**src/rtl/rr_grant_sel.sv**
```systemverilog
// rr_grant_sel: round-robin arbiter over 8 requesters feeding a 3-to-8
// one-hot decoder. It holds each grant until release, withdrawal or hold
// timeout, then forces one idle cycle so the decoder output never moves
// straight from one requester to another.
module rr_grant_sel #(
  parameter int unsigned HOLD_MAX = 15,
  parameter int unsigned CNT_W    = 4
) (
  input  logic       clk,
  input  logic       rst_n,
  input  logic [7:0] req,
  input  logic       done,
  output logic [2:0] number,
  output logic       en,
  output logic       timeout
);

  typedef enum logic {IDLE, GRANT} state_e;

  localparam logic [CNT_W-1:0] HOLD_LIM = CNT_W'(HOLD_MAX);

  state_e           state_q, state_d;
  logic [2:0]       number_q, number_d;
  logic [2:0]       ptr_q, ptr_d;
  logic [CNT_W-1:0] hold_cnt_q, hold_cnt_d;
  logic             en_q, en_d;
  logic             timeout_q, timeout_d;

  logic             win_vld;
  logic [2:0]       win_idx;
  logic [2:0]       scan_idx;
  logic             rel, wdraw, expire;

  // Rotating priority scan: walk offsets from far to near so the requester
  // closest to ptr (inclusive) is the last one written and wins.
  always_comb begin
    win_vld  = 1'b0;
    win_idx  = ptr_q;
    scan_idx = ptr_q;
    for (int i = 7; i >= 0; i--) begin
      scan_idx = ptr_q + 3'(i);
      if (req[scan_idx]) begin
        win_vld = 1'b1;
        win_idx = scan_idx;
      end
    end
  end

  // Exit causes while granted; timeout only counts when the others are absent.
  always_comb begin
    rel    = done;
    wdraw  = !req[number_q];
    expire = (HOLD_MAX != 0) && (hold_cnt_q == HOLD_LIM);
  end

  // Next-state logic: arbitrate in IDLE, hold/exit in GRANT.
  always_comb begin
    state_d    = state_q;
    number_d   = number_q;
    ptr_d      = ptr_q;
    hold_cnt_d = hold_cnt_q;
    en_d       = en_q;
    timeout_d  = 1'b0;
    case (state_q)
      IDLE: begin
        if (win_vld) begin
          number_d   = win_idx;
          en_d       = 1'b1;
          hold_cnt_d = CNT_W'(1);
          state_d    = GRANT;
        end
      end
      GRANT: begin
        if (rel || wdraw || expire) begin
          en_d       = 1'b0;
          ptr_d      = number_q + 3'd1;
          hold_cnt_d = '0;
          state_d    = IDLE;
          timeout_d  = expire && !rel && !wdraw;
        end else if (HOLD_MAX != 0 && hold_cnt_q != HOLD_LIM) begin
          hold_cnt_d = hold_cnt_q + CNT_W'(1);
        end
      end
      default: begin
        state_d = IDLE;
        en_d    = 1'b0;
      end
    endcase
  end

  // State and output registers; reset clears the grant asynchronously.
  always_ff @(posedge clk or negedge rst_n) begin
    if (!rst_n) begin
      state_q    <= IDLE;
      number_q   <= 3'd0;
      ptr_q      <= 3'd0;
      hold_cnt_q <= '0;
      en_q       <= 1'b0;
      timeout_q  <= 1'b0;
    end else begin
      state_q    <= state_d;
      number_q   <= number_d;
      ptr_q      <= ptr_d;
      hold_cnt_q <= hold_cnt_d;
      en_q       <= en_d;
      timeout_q  <= timeout_d;
    end
  end

  assign number  = number_q;
  assign en      = en_q;
  assign timeout = timeout_q;

endmodule

```
**config.mk**
```make
export PLATFORM = sky130hd
export DESIGN_NAME = rr_grant_sel
export DESIGN_NICKNAME = d
export VERILOG_FILES = /design/src/rtl/rr_grant_sel.sv
export SDC_FILE = /design/constraint.sdc
export NUM_CORES = 1
export LEC_CHECK = 0
export CORE_AREA = 8 8 63 65
export CTS_BUF_LIST = sky130_fd_sc_hd__clkbuf_8
export CTS_CLUSTER_DIAMETER = 40
export CTS_CLUSTER_SIZE = 12
export DETAILED_ROUTE_END_ITERATION = 7
export DIE_AREA = 0 0 71 73
export GPL_ROUTABILITY_DRIVEN = 0
export PLACE_DENSITY = 0.77
export SLEW_MARGIN = 5
export SYNTH_ARGS = -nofsm -noshare
export SYNTH_HDL_FRONTEND = slang
export SYNTH_SLANG_ARGS = --single-unit
```
**constraint.sdc**
```tcl
create_clock -name clk -period 2.95 [get_ports clk]
set_input_delay 0.59 -clock clk [delete_from_list [all_inputs] [get_ports clk]]
set_output_delay 0.59 -clock clk [all_outputs]
set_load 0.02 [all_outputs]
```
## After elaboration in Yosys (flattened, before gate mapping)

Index checks and enable logic that the tools add are counted.

- Bits in registers: 13
- Input port bits: 11
- Output and inout port bits: 5

- Add/sub/neg operators: 9
- Magnitude comparators: 9
- Equality and inequality tests: 5
- Multiplexer cells: 46
- Bitwise gates (word level): 1
- Reduce and logical (&&, ||, !) cells: 10

Operators by type and width:

| kind | count |
|---|---|
| < comparator 3 x 4 -> 1 bit (second input constant) | 9 |
| binary-select mux 1 bit (select 3 bit) | 9 |
| two-way mux 3 bit | 8 |
| two-way mux 1 bit | 23 |
| adder 3 bit (second input constant) | 4 |
| two-way mux 4 bit | 3 |
| one-hot mux 4 bit (2 select lines) | 1 |
| AND reduction 2 bit | 4 |
| adder 3 x 1 -> 3 bit (second input constant) | 2 |
| adder 3 x 2 -> 3 bit (second input constant) | 2 |
| adder 4 x 1 -> 4 bit (second input constant) | 1 |
| == test 4 bit (second input constant) | 1 |
| inequality test 4 bit (second input constant) | 1 |
| one-hot mux 1 bit (2 select lines) | 2 |
| inequality test 3 x 1 -> 1 bit (second input constant) | 1 |
| logical AND 1 bit | 2 |
| logical NOT 1 bit | 2 |
| logical OR 1 bit | 2 |
| inequality test 2 x 1 -> 1 bit (second input constant) | 1 |
| inequality test 2 bit (second input constant) | 1 |
| NOT 1 bit | 1 |

## Longest topological paths before layout

Gate-level depths: netlist (run 1).

- Depth in word-level cells: 13
- Mapped depth: 11
- Gate-level depth less buffers: 8

## Worst setup path before layout (run 1)

No wires, ideal clock.

- Path type: register -> register
- Start: register ptr_q[1]
- End: register number_q[1], in the netlist number[1]
- Library setup time: 0.076 ns
- Arrival: 2.772 ns
- Required time: 2.874 ns
- Setup slack: 0.101 ns
- Cell stages (with the launch flop): 12
- Path buffers: 3
- Period minus slack after synthesis: 2.849 ns
- Cells stage by stage: dfrtp_1 buf_2 buf_1 inv_1 ha_1 buf_4 mux4_1 mux2_2 a32oi_1 mux2i_1 or3_1 o21ai_1

- Word-level cells in the longest chain between the ends: 12
- Elaborated cells between the ends (all ways): 40

Ends and longest elaborated chain:

| what | line | source |
|---|---|---|
| start, declared | 24 | `logic [2:0] ptr_q, ptr_d;` |
| start signal, assigned | 103 | `ptr_q <= ptr_d;` |
| adder 3 bit | 41 | `scan_idx = ptr_q + 3'(i);` |
| binary-select mux 1 bit (select 3 bit) | 42 | `if (req[scan_idx]) begin` |
| two-way mux 1 bit (not written as such) | 42 |  |
| two-way mux 1 bit (8 in a row) | 42 |  |
| AND reduction 2 bit (no line) | - |  |
| end signal, assigned | 102 | `number_q <= number_d;` |
| end, declared | 23 | `logic [2:0] number_q, number_d;` |

Several ways; a longest one is shown, not always the timed one. The select of a mux whose other input is x is not followed.
A chain may end at the register's enable or synchronous reset.

## Worst setup path in the final report (run 1)

Ends and elaborated chain as after synthesis.

==> results of run 1 <==
==> kinds of logic after synthesis <==
kind of cell | after synthesis | share of synthesized area (%)
AOI/OAI and AO/OA | 38 | 16.59
xor gates and xnor gates | 4 | 2.277
adders and majority gates | 4 | 3.252
buffers and inverters | 14 | 4.309
DFF | 13 | 21.14
muxes | 40 | 40.73
and+or+nand+nor | 34 | 11.71
==> sequential cells by signal, indices dropped and copies added, names as in the netlist <==
signal	cells
state_q	1
hold_cnt_q	4
number	3
timeout	1
ptr_q	3
en	1
==> how the worst max path moves through the flow <==
stage / from / slack [ns] / cells after the start / endpoint
finish: ptr_q[1] / 0.26 / 8 / number[1]
global route: ptr_q[1] / 0.09 / 9 / hold_cnt_q[2]
CTS: req[0] / 0.27 / 8 / hold_cnt_q[2]
detailed placement: req[0] / 0.06 / 7 / number[1]
global placement: req[2] / 0.11 / 7 / number[1]
floorplan: ptr_q[1] / 0.10 / 11 / number[1]
==> cells in the mapped netlist (2+ instances only) <==
cell type | n | area share, %
o21a_1 | 2 | 0.98
o2111ai_1 | 3 | 1.7
a32oi_1 | 2 | 1.1
o2bb2ai_1 | 2 | 1.1
a211oi_1 | 2 | 0.98
ha_1 | 4 | 3.3
buf_2 | 2 | 0.65
xor2_1 | 2 | 1.1
a22oi_1 | 2 | 0.98
clkbuf_1 | 2 | 0.49
mux2_2 | 6 | 4.4
mux2i_1 | 18 | 12
dfrtp_1 | 13 | 21
mux4_2 | 11 | 16
nor4_2 | 2 | 1.6
o21ai_0 | 8 | 2.6
nand2b_1 | 2 | 0.81
inv_1 | 7 | 1.7
nand3_1 | 3 | 0.98
nor2_1 | 4 | 0.98
nand2_1 | 15 | 3.7
a21oi_1 | 7 | 2.3
xnor2_1 | 2 | 1.1
o21ai_1 | 2 | 0.65
or3_1 | 2 | 0.81
mux4_1 | 5 | 8.5
==> power breakdown <==
part / switching (mW) / internal [mW]
Clock: 0.0637 / 0.0920
Combinational: 0.911 / 0.855
Sequential: 0.124 / 0.250
Total: 1.10 / 1.20
==> critical path, cell delays in order (launching register included) <==
cell	delay, ns
dfrtp_1	0.35
inv_1	0.11
ha_1	0.60
mux4_1	0.48
mux2_2	0.34
a32oi_1	0.20
mux2i_1	0.09
or3_1	0.32
o21ai_1	0.13
==> per-layer routing <==
metal / track usage [%] / wire [um]
met4: 2.309 / 24
met3: 3.434 / 229
met2: 27.50 / 1995
met1: 19.82 / 1683
met5: 0 / 0
==> stage by stage <==
stage	utilization (%)	worst slack [ns]	hold WS [ns]	instances	instance area, sq um
4_1_cts	61.57	0.2723	0.5095	203	1818
2_1_floorplan	-	0.1015	0.2944	147	1539
3_5_place_dp	60.04	0.05601	0.4889	199	1773
3_3_place_gp	60.04	0.1058	0.4826	199	1773
5_1_grt	61.57	0.09033	0.5297	203	1818
6_report	61.57	0.2590	0.5097	203	1818
==> cell usage in the layout (no fill, tap or decap), drive strengths merged, types with 2 or more instances in the layout <==
| cell | instances |
|---|---|
| clkbuf | 3 |
| or3 | 2 |
| o2bb2ai | 2 |
| dfrtp | 13 |
| o21a | 2 |
| xnor2 | 2 |
| mux2 | 6 |
| buf | 11 |
| ha | 4 |
| clkdlybuf4s50 | 15 |
| a21oi | 7 |
| o2111ai | 3 |
| a32oi | 2 |
| xor2 | 2 |
| a22oi | 2 |
| nor4 | 2 |
| o21ai | 10 |
| mux2i | 18 |
| inv | 8 |
| nor2 | 4 |
| a211oi | 2 |
| nand2 | 15 |
| mux4 | 16 |
| nand2b | 2 |
| nand3 | 3 |
==> cell type report <==
| cell class | count | area, sq um |
|---|---|---|
| clock inverters | 1 | 3.754 |
| fillers | 240 | 1135 |
| multi-input cells | 120 | 1147 |
| inverters | 7 | 26.28 |
| well taps | 33 | 41.29 |
| repair buffers | 26 | 232.7 |
| flip-flops and latches | 13 | 325.3 |
| clock buffers | 3 | 41.29 |
==> out/qor.tcl, run 1 <==
set qor(max_cap_violations) 0
set qor(max_slew.worst_pin.slew_ns) 0.6140
set qor(vdd_drop_max_mv) 0.9774
set qor(post_cts_resized) 0
set qor(cp-end-kind) {register}
set qor(clock_tree.root_cell) {clkbuf_8}
set qor(worst_hold_path_type) {reg2reg}
set qor(cp_required_ns) 3.12
set qor(cellLeakagePower_nw) 0.7598
set qor(largest_net_degree_at_the_start_of_global_routing) 22
set qor(tritoncts_num_sinks) 13
set qor(worstRegToRegCells) 8
set qor(std_cell_rows) 20
set qor(hold_violations) 0
set qor(wirelength_um) 3932
set qor(num-nets-final) 186
set qor(totalPowerFinal_mw) 2.296
set qor(synth.ff_latch_count) 13
set qor(fin_setup_tns_ns) 0
set qor(timing.hold.worst_endpoint) {en}
set qor(dp.final_hpwl_um) 2978
set qor(synth_async_sr_flop_share_pct) 100.0
set qor(ioPinCount) 16
set qor(unrepaired_setup_endpoints_after_global_routing) {false}
set qor(count_of_input_and_output_buffers) 15
set qor(clk_pin_slew_worst_paths_ns) 0.05
set qor(net_count_after_synthesis) 162
set qor(worst-r2r-setup-slack_ns) 0.26
set qor(start_util_pct) 52.12
set qor(drt_drc_violations_left) 0
set qor(postSynthCellCount) 147
set qor(hold-path-cell-count) 1
set qor(dr.pass1.iters) 5
set qor(cts_hold_repair.buffers) 0
set qor(relSlewSlack_pct) 59.06
set qor(max_clock_freq_ghz) 0.3716
set qor(synth_flop_cell) {dfrtp_1}
set qor(cp.arrival_ns) 2.86
set qor(postRouteAntennaNets) 0
set qor(num_vias) 1363
set qor(tritoncts) {built}
set qor(fin_skew_ns) 0.001682
set qor(area.growth.synth_to_final_pct) 18.13
set qor(number_of_flops_mapped_to_enable_cells_by_yosys) 0
set qor(clockBufferDepth) 2
set qor(grt_antenna_before_repair) 0
set qor(die_width_um) 71
set qor(globalRouteTotalUtil_pct) 15.81
set qor(run_status) {complete, no violations}
set qor(final-setup-viol-count) 0
set qor(detail_route.wl_per_cell_um) 19.37
set qor(antennaDiodeCount) 0
set qor(post-route-period-util_pct) 91.22
set qor(floorplan.die.height_um) 73
set qor(coreArea_sq_mm) 0.002953
set qor(route.detailed.vias_per_inst) 6.714
set qor(yosysSeqAreaShare_pct) 21.14
set qor(cellPowerDensity_mw_per_mm2) 1263
set qor(final.min_clock_period_ns) 2.691
set qor(startpoint_type) {register}
set qor(hold_path.startpoint) {en}
set qor(grt.overflow.total) 0
set qor(cts_inserted_buffers) 3
set qor(worstReg2RegEnd) {number[1]}
set qor(timing.rr.start) {ptr_q[1]}
set qor(critPathKind) {reg2reg}
set qor(total_count_of_max_transition_violations_in_the_final_report) 0
set qor(insertion_delay_ns) 0.24
set qor(layout-drive-gt1-share_pct) 20.00
set qor(ys_warn_count) 0
set qor(yosys.cell_types.count) 43
set qor(grt_pass1_vias) 1411
set qor(drt_first_iter_violations) 102
set qor(critical_path.max_fanout) 12
set qor(wire_length_of_the_first_global_routing_pass_um) 6748
set qor(h-tree-depth) 1
set qor(die_area_sq_mm) 0.005183
set qor(avg_inst_size_synth_sq_um) 10.47
set qor(synthesized_area_sq_mm) 0.001539
set qor(post-cts-setup-buffers) 0
(Power assumes the default switching activity.)
==> run 2: changes to the inputs <==
- CORE_AREA: 8 8 63 65 -> 2 2 57 59
- DIE_AREA: 0 0 71 73 -> 0 0 59 61
==> run 2 against run 1 <==
  * Maximum frequency up 1.0%
  * Register-to-register slack better by 0.05 ns
  * Power is 4.4% higher
  * Final cell count up 3.0%
  * Sequential share of layout area decreased by 0.43 points
  * Die area is 31% lower
  * Combinational power is 5% higher
  * Highest routed layer unchanged
==> out/qor.tcl, run 2 (synthesis results as in run 1) <==
set qor(run_status) {complete, no violations}
set qor(max_cap_violations) 0
set qor(postLayoutSetupSlackWorst_ns) 0.2857
set qor(start_util_pct) 52.12
set qor(cp_required_ns) 3.12
set qor(critPathKind) {in2reg}
set qor(fin_skew_ns) 0.002650
set qor(total_count_of_max_transition_violations_in_the_final_report) 0
set qor(route.detailed.vias_per_inst) 6.837
set qor(tritoncts_num_sinks) 13
set qor(cellPowerDensity_mw_per_mm2) 1287
set qor(post_cts_resized) 0
set qor(placed_cells) 205
set qor(h-tree-depth) 1
set qor(worst_hold_path_type) {reg2reg}
set qor(final.min_clock_period_ns) 2.664
set qor(placed_area_sq_mm) 0.001818
set qor(critical_path.slowest_cell) {mux4_1}
set qor(hold-worst-slack_ns) 0.5004
set qor(layout.cells.most_common_list) {18 x mux2i_1, 17 x buf_4, 15 x nand2_1, 15 x clkdlybuf4s50_1, 13 x dfrtp_1}
set qor(cp_cell_sequence) {clkdlybuf4s50_1, mux4_1, buf_4, mux2i_1, buf_4, mux2i_1, nor3_1, a211oi_1, o21ai_1}
set qor(postRouteAntennaNets) 0
set qor(coreArea_sq_mm) 0.002953
set qor(hold_violations) 0
set qor(critical_path.max_fanout) 8
set qor(dr.pass1.iters) 4
set qor(worstReg2RegEnd) {number[1]}
set qor(final-setup-viol-count) 0
set qor(cellLeakagePower_nw) 0.7886
set qor(largest_register_ff_count) 4
set qor(clockBufferDepth) 2
set qor(antennaDiodeCount) 0
set qor(count_of_input_and_output_buffers) 15
set qor(clock_tree.root_cell) {clkbuf_8}
set qor(drt_first_iter_violations) 58
set qor(dpl_worst_slack_ns) 0.05202
set qor(std_cell_rows) 20
set qor(unrepaired_setup_endpoints_after_global_routing) {false}
set qor(grt.overflow.total) 0
set qor(multiInputGateArea_sq_mm) 0.001147
set qor(globalRouteTotalUtil_pct) 24.48
set qor(floorplan.die.height_um) 61
set qor(area_taken_by_flip_flops_and_latches_sq_um) 325.3
set qor(largest-register) {hold_cnt_q}
set qor(timing.rr.start) {ptr_q[0]}
set qor(totalPowerFinal_mw) 2.397
set qor(num_vias) 1429
set qor(timing.hold.worst_endpoint) {en}
set qor(hold-path-cell-count) 1
set qor(startpoint_type) {input port}
set qor(fillerInstances) 249
set qor(detail_route.wl_per_cell_um) 19.02
set qor(max_clock_freq_ghz) 0.3753
set qor(fin_setup_tns_ns) 0
set qor(insertion_delay_ns) 0.25
set qor(post-route-period-util_pct) 90.32
set qor(layout-drive-gt1-share_pct) 22.73
set qor(tritoncts) {built}
set qor(max_slew.worst_pin.slew_ns) 0.6191
set qor(drt_drc_violations_left) 0
set qor(clk_pin_slew_worst_paths_ns) 0.06
set qor(worstRegToRegCells) 10
set qor(num-nets-final) 192
set qor(cts_inserted_buffers) 3
set qor(grt_antenna_before_repair) 0
set qor(dp.final_hpwl_um) 2948
set qor(delay_of_the_slowest_cell_on_the_worst_path_ns) 0.60
set qor(die_width_um) 59
set qor(final_design_area_no_fill_sq_mm) 0.001863
set qor(wirelength_um) 3975
set qor(area.growth.synth_to_final_pct) 21.06
set qor(cp-end-kind) {register}
set qor(die_area_sq_mm) 0.003599
set qor(ioPinCount) 16
set qor(hold_path.startpoint) {en}
set qor(cp.arrival_ns) 2.84
set qor(cts_hold_repair.buffers) 0
set qor(wire_length_of_the_first_global_routing_pass_um) 6486
set qor(stdcell_count) 209
set qor(finish.utilization_pct) 63.09
set qor(worst-r2r-setup-slack_ns) 0.31
set qor(post-cts-setup-buffers) 0
set qor(final_common_cell) {mux2i_1}
set qor(grt_pass1_vias) 1353
set qor(relSlewSlack_pct) 58.73
set qor(vdd_drop_max_mv) 0.5785
set qor(largest_net_degree_at_the_start_of_global_routing) 22
-- run 2: cell count changes in the layout (fill, tap and decap cells not counted), sizes merged --
cell  before  now
buf       11   17
-- run 2: worst max path at each step --
stage,start,to,slack [ns],depth (start not counted)
after global placement,req[0],number[0],0.1,7
after global routing,ptr_q[0],number[1],0.14,8
after CTS,req[5],hold_cnt_q[3],0.30,7
final,req[0],number[1],0.29,9
after detailed placement,req[5],hold_cnt_q[3],0.05,7
after floorplan,ptr_q[1],number[1],0.10,11
-- run 2: critical path: cells and delay by family --
| kind | cells | cell delay [ns] |
|---|---|---|
| multiplexers | 3 | 0.98 |
| buffers and inverters | 3 | 0.89 |
| AO/OA/AOI/OAI | 2 | 0.22 |
| AND/OR/NAND/NOR | 1 | 0.15 |
-- run 2: where the power goes --
group	switching (mW)	total [mW]	internal (mW)
sequential	0.126	0.376	0.250
combinational	0.943	1.86	0.920
clock	0.0656	0.158	0.0920
-- run 2: area by class of cell --
type	count	share of cell area (%)
Sequential cell	13	17.46
Inverter	7	1.410
Clock buffer	3	2.216
Timing Repair Buffer	32	14.91
Tap cell	33	2.216
Multi-Input combinational cell	120	61.58
Clock inverter	1	0.2015
-- run 2: metal layers --
metal | part of all wire (%) | global-route usage [%] | wire length [um]
met1 | 42 | 33.11 | 1687
met4 | 1.5 | 7.143 | 61
met3 | 5.6 | 5.757 | 224
met5 | 0 | 0 | 0
met2 | 50 | 39.52 | 2001
==> run 3: changes to the inputs <==
- CORE_AREA: 2 2 57 59 -> 2 2 63 65
- DIE_AREA: 0 0 59 61 -> 0 0 65 67
- PLACE_DENSITY: 0.77 -> default
- clock period: 2.95 -> 2.7 ns (I/O delays scaled with it)
==> run 3 against run 2 <==
  * Die area increased by 21%
  * Setup slack got worse by 0.15 ns
  * Utilization decreased by 6.6 points
  * Design area increased by 9.4%
  * Highest routed layer is now met3
==> out/qor.tcl, run 3 (synthesis results as in run 1) <==
set qor(h-tree-depth) 1
set qor(total_count_of_max_transition_violations_in_the_final_report) 0
set qor(insertion_delay_ns) 0.24
set qor(wire_length_of_the_first_global_routing_pass_um) 7189
set qor(route.detailed.vias_per_inst) 5.976
set qor(tritoncts) {built}
set qor(p_switching_mw) 1.271
set qor(relSlewSlack_pct) 61.42
set qor(post_cts_resized) 0
set qor(layout.cells.most_common_list) {38 x buf_4, 17 x mux2i_1, 15 x nand2_1, 15 x clkdlybuf4s50_1}
set qor(num_vias) 1464
set qor(worst_path_most_repeated_cell) {mux2i_1}
set qor(startpoint_type) {input port}
set qor(die_width_um) 65
set qor(ioPinCount) 16
set qor(clock_tree.root_cell) {clkbuf_8}
set qor(critical_path.max_fanout) 8
set qor(part_of_the_total_power_dissipated_in_the_clock_network_pct) 5.9
set qor(hold-path-cell-count) 1
set qor(area.growth.synth_to_final_pct) 32.44
set qor(cp_required_ns) 2.87
set qor(unrepaired_setup_endpoints_after_global_routing) {false}
set qor(post-cts-setup-buffers) 0
set qor(cts_hold_repair.buffers) 0
set qor(grt_antenna_before_repair) 0
set qor(clockBufferDepth) 2
set qor(pwr-share-comb_pct) 79.8
set qor(num-nets-final) 213
set qor(start_util_pct) 42.68
set qor(cp_num_cells) 7
set qor(wirelength_um) 4211
set qor(clk_pin_slew_worst_paths_ns) 0.05
set qor(max_clock_freq_ghz) 0.3898
set qor(cp_cell_sequence) {clkdlybuf4s50_1, mux4_1, mux2i_1, buf_4, mux2i_1, or3_1, o21ai_1}
set qor(antennaDiodeCount) 0
set qor(detail_route.wl_per_cell_um) 17.19
set qor(delay_of_the_slowest_cell_on_the_worst_path_ns) 0.66
set qor(dr.pass1.iters) 4
set qor(grt_pass1_vias) 1475
set qor(critical_path.n_buffers_inverters) 2
set qor(pwr-share-seq_pct) 14.3
set qor(path_delay_family) {multiplexers}
set qor(cellLeakagePower_nw) 0.8770
set qor(hold_path.startpoint) {en}
set qor(floorplan.die.height_um) 67
set qor(vdd_drop_max_mv) 0.4594
set qor(count_of_input_and_output_buffers) 15
set qor(postRouteAntennaNets) 0
set qor(groute.layer.met3.usage_pct) 3.716
set qor(final.min_clock_period_ns) 2.565
set qor(max_cap_violations) 0
set qor(worstReg2RegEnd) {number[1]}
set qor(power_report.internal_total_mw) 1.549
set qor(fin_skew_ns) 0.0005783
set qor(dp.final_hpwl_um) 3339
set qor(worst-r2r-setup-slack_ns) 0.22
set qor(largest_register_ff_count) 4
set qor(std_cell_rows) 22
set qor(cts_inserted_buffers) 3
set qor(tritoncts_num_sinks) 13
set qor(grt.overflow.total) 0
set qor(critical_path.slowest_cell) {mux4_1}
set qor(cp-end-kind) {register}
set qor(largest-register) {hold_cnt_q}
set qor(final_common_cell) {buf_4}
set qor(finish.utilization_pct) 56.52
set qor(totalPowerFinal_mw) 2.819
set qor(cellPowerDensity_mw_per_mm2) 1383
set qor(globalRouteTotalUtil_pct) 21.49
set qor(post-route-period-util_pct) 95.01
set qor(global_route.peak_usage_layer) {met2}
set qor(worstRegToRegCells) 8
set qor(max_slew.worst_pin.slew_ns) 0.5769
set qor(largest_net_degree_at_the_start_of_global_routing) 22
set qor(gr-usage-met1_pct) 29.06
set qor(hold_violations) 0
set qor(grt.met2_usage_pct) 36.86
set qor(coreArea_sq_mm) 0.003606
set qor(critPathKind) {in2reg}
set qor(run_status) {complete, no violations}
set qor(final-setup-viol-count) 0
set qor(drt_drc_violations_left) 0
set qor(timing.hold.worst_endpoint) {en}
set qor(worst_hold_path_type) {reg2reg}
set qor(layout-drive-gt1-share_pct) 32.99
set qor(power.share.switching_pct) 45.06
set qor(cp.arrival_ns) 2.74
set qor(drt_first_iter_violations) 122
set qor(timing.rr.start) {ptr_q[1]}
set qor(die_area_sq_mm) 0.004355
## run 3: worst max path at each step
stage,start,endpoint,slack (ns)
finish,req[7],number[1],0.13
floorplan,ptr_q[1],number[1],0.005
global route,req[5],number[0],0.002
detailed placement,req[3],number[1],-0.16
global placement,req[2],number[1],-0.14
CTS,ptr_q[0],number[1],0.09
## run 3: layout make-up
class                   count  area, sq um
inverters                   7        26.28
fillers                   316         1568
multi-input cells         120         1146
flip-flops and latches     13        325.3
clock inverters             1        3.754
clock buffers               3        41.29
well taps                  48        60.06
repair buffers             53        435.4
## run 3: worst register-to-register path: stages, from the launching register on
cell and delay, ns:
dfrtp_1 0.34, inv_1 0.06, ha_2 0.52, mux4_2 0.42
mux2_2 0.32, a21oi_1 0.15, o2111ai_1 0.11, a211oi_1 0.33
o21ai_1 0.11
## run 3: metrics by stage
stage / hold WS, ns / setup slack (ns) / setup TNS (ns) / area (sq um) / std cells
final: 0.4950 / 0.1348 / 0 / 2038 / 245
after detailed placement: 0.4840 / -0.1625 / -0.7376 / 1991 / 241
after global placement: 0.4769 / -0.1450 / -0.6182 / 1991 / 241
after CTS: 0.4961 / 0.08967 / 0 / 2036 / 245
after floorplan: 0.2444 / 0.005122 / 0 / 1536 / 147
after global routing: 0.5324 / 0.001643 / 0 / 2038 / 245
## run 3: metal layers
layer / routed length, um / up-vias
li1: - / 687
met1: 1792 / 722
met2: 2099 / 55
met3: 320 / 0
met4: 0 / 0
met5: 0 / -
## run 3: power groups by stage
stage | clock network (mW) | registers (mW) | logic [mW]
floorplan | 0 | 0.386 | 1.47
global placement | 0 | 0.398 | 2.18
detailed placement | 0 | 0.408 | 2.20
CTS | 0.174 | 0.404 | 2.21
global route | 0.180 | 0.417 | 2.44
finish | 0.167 | 0.404 | 2.25
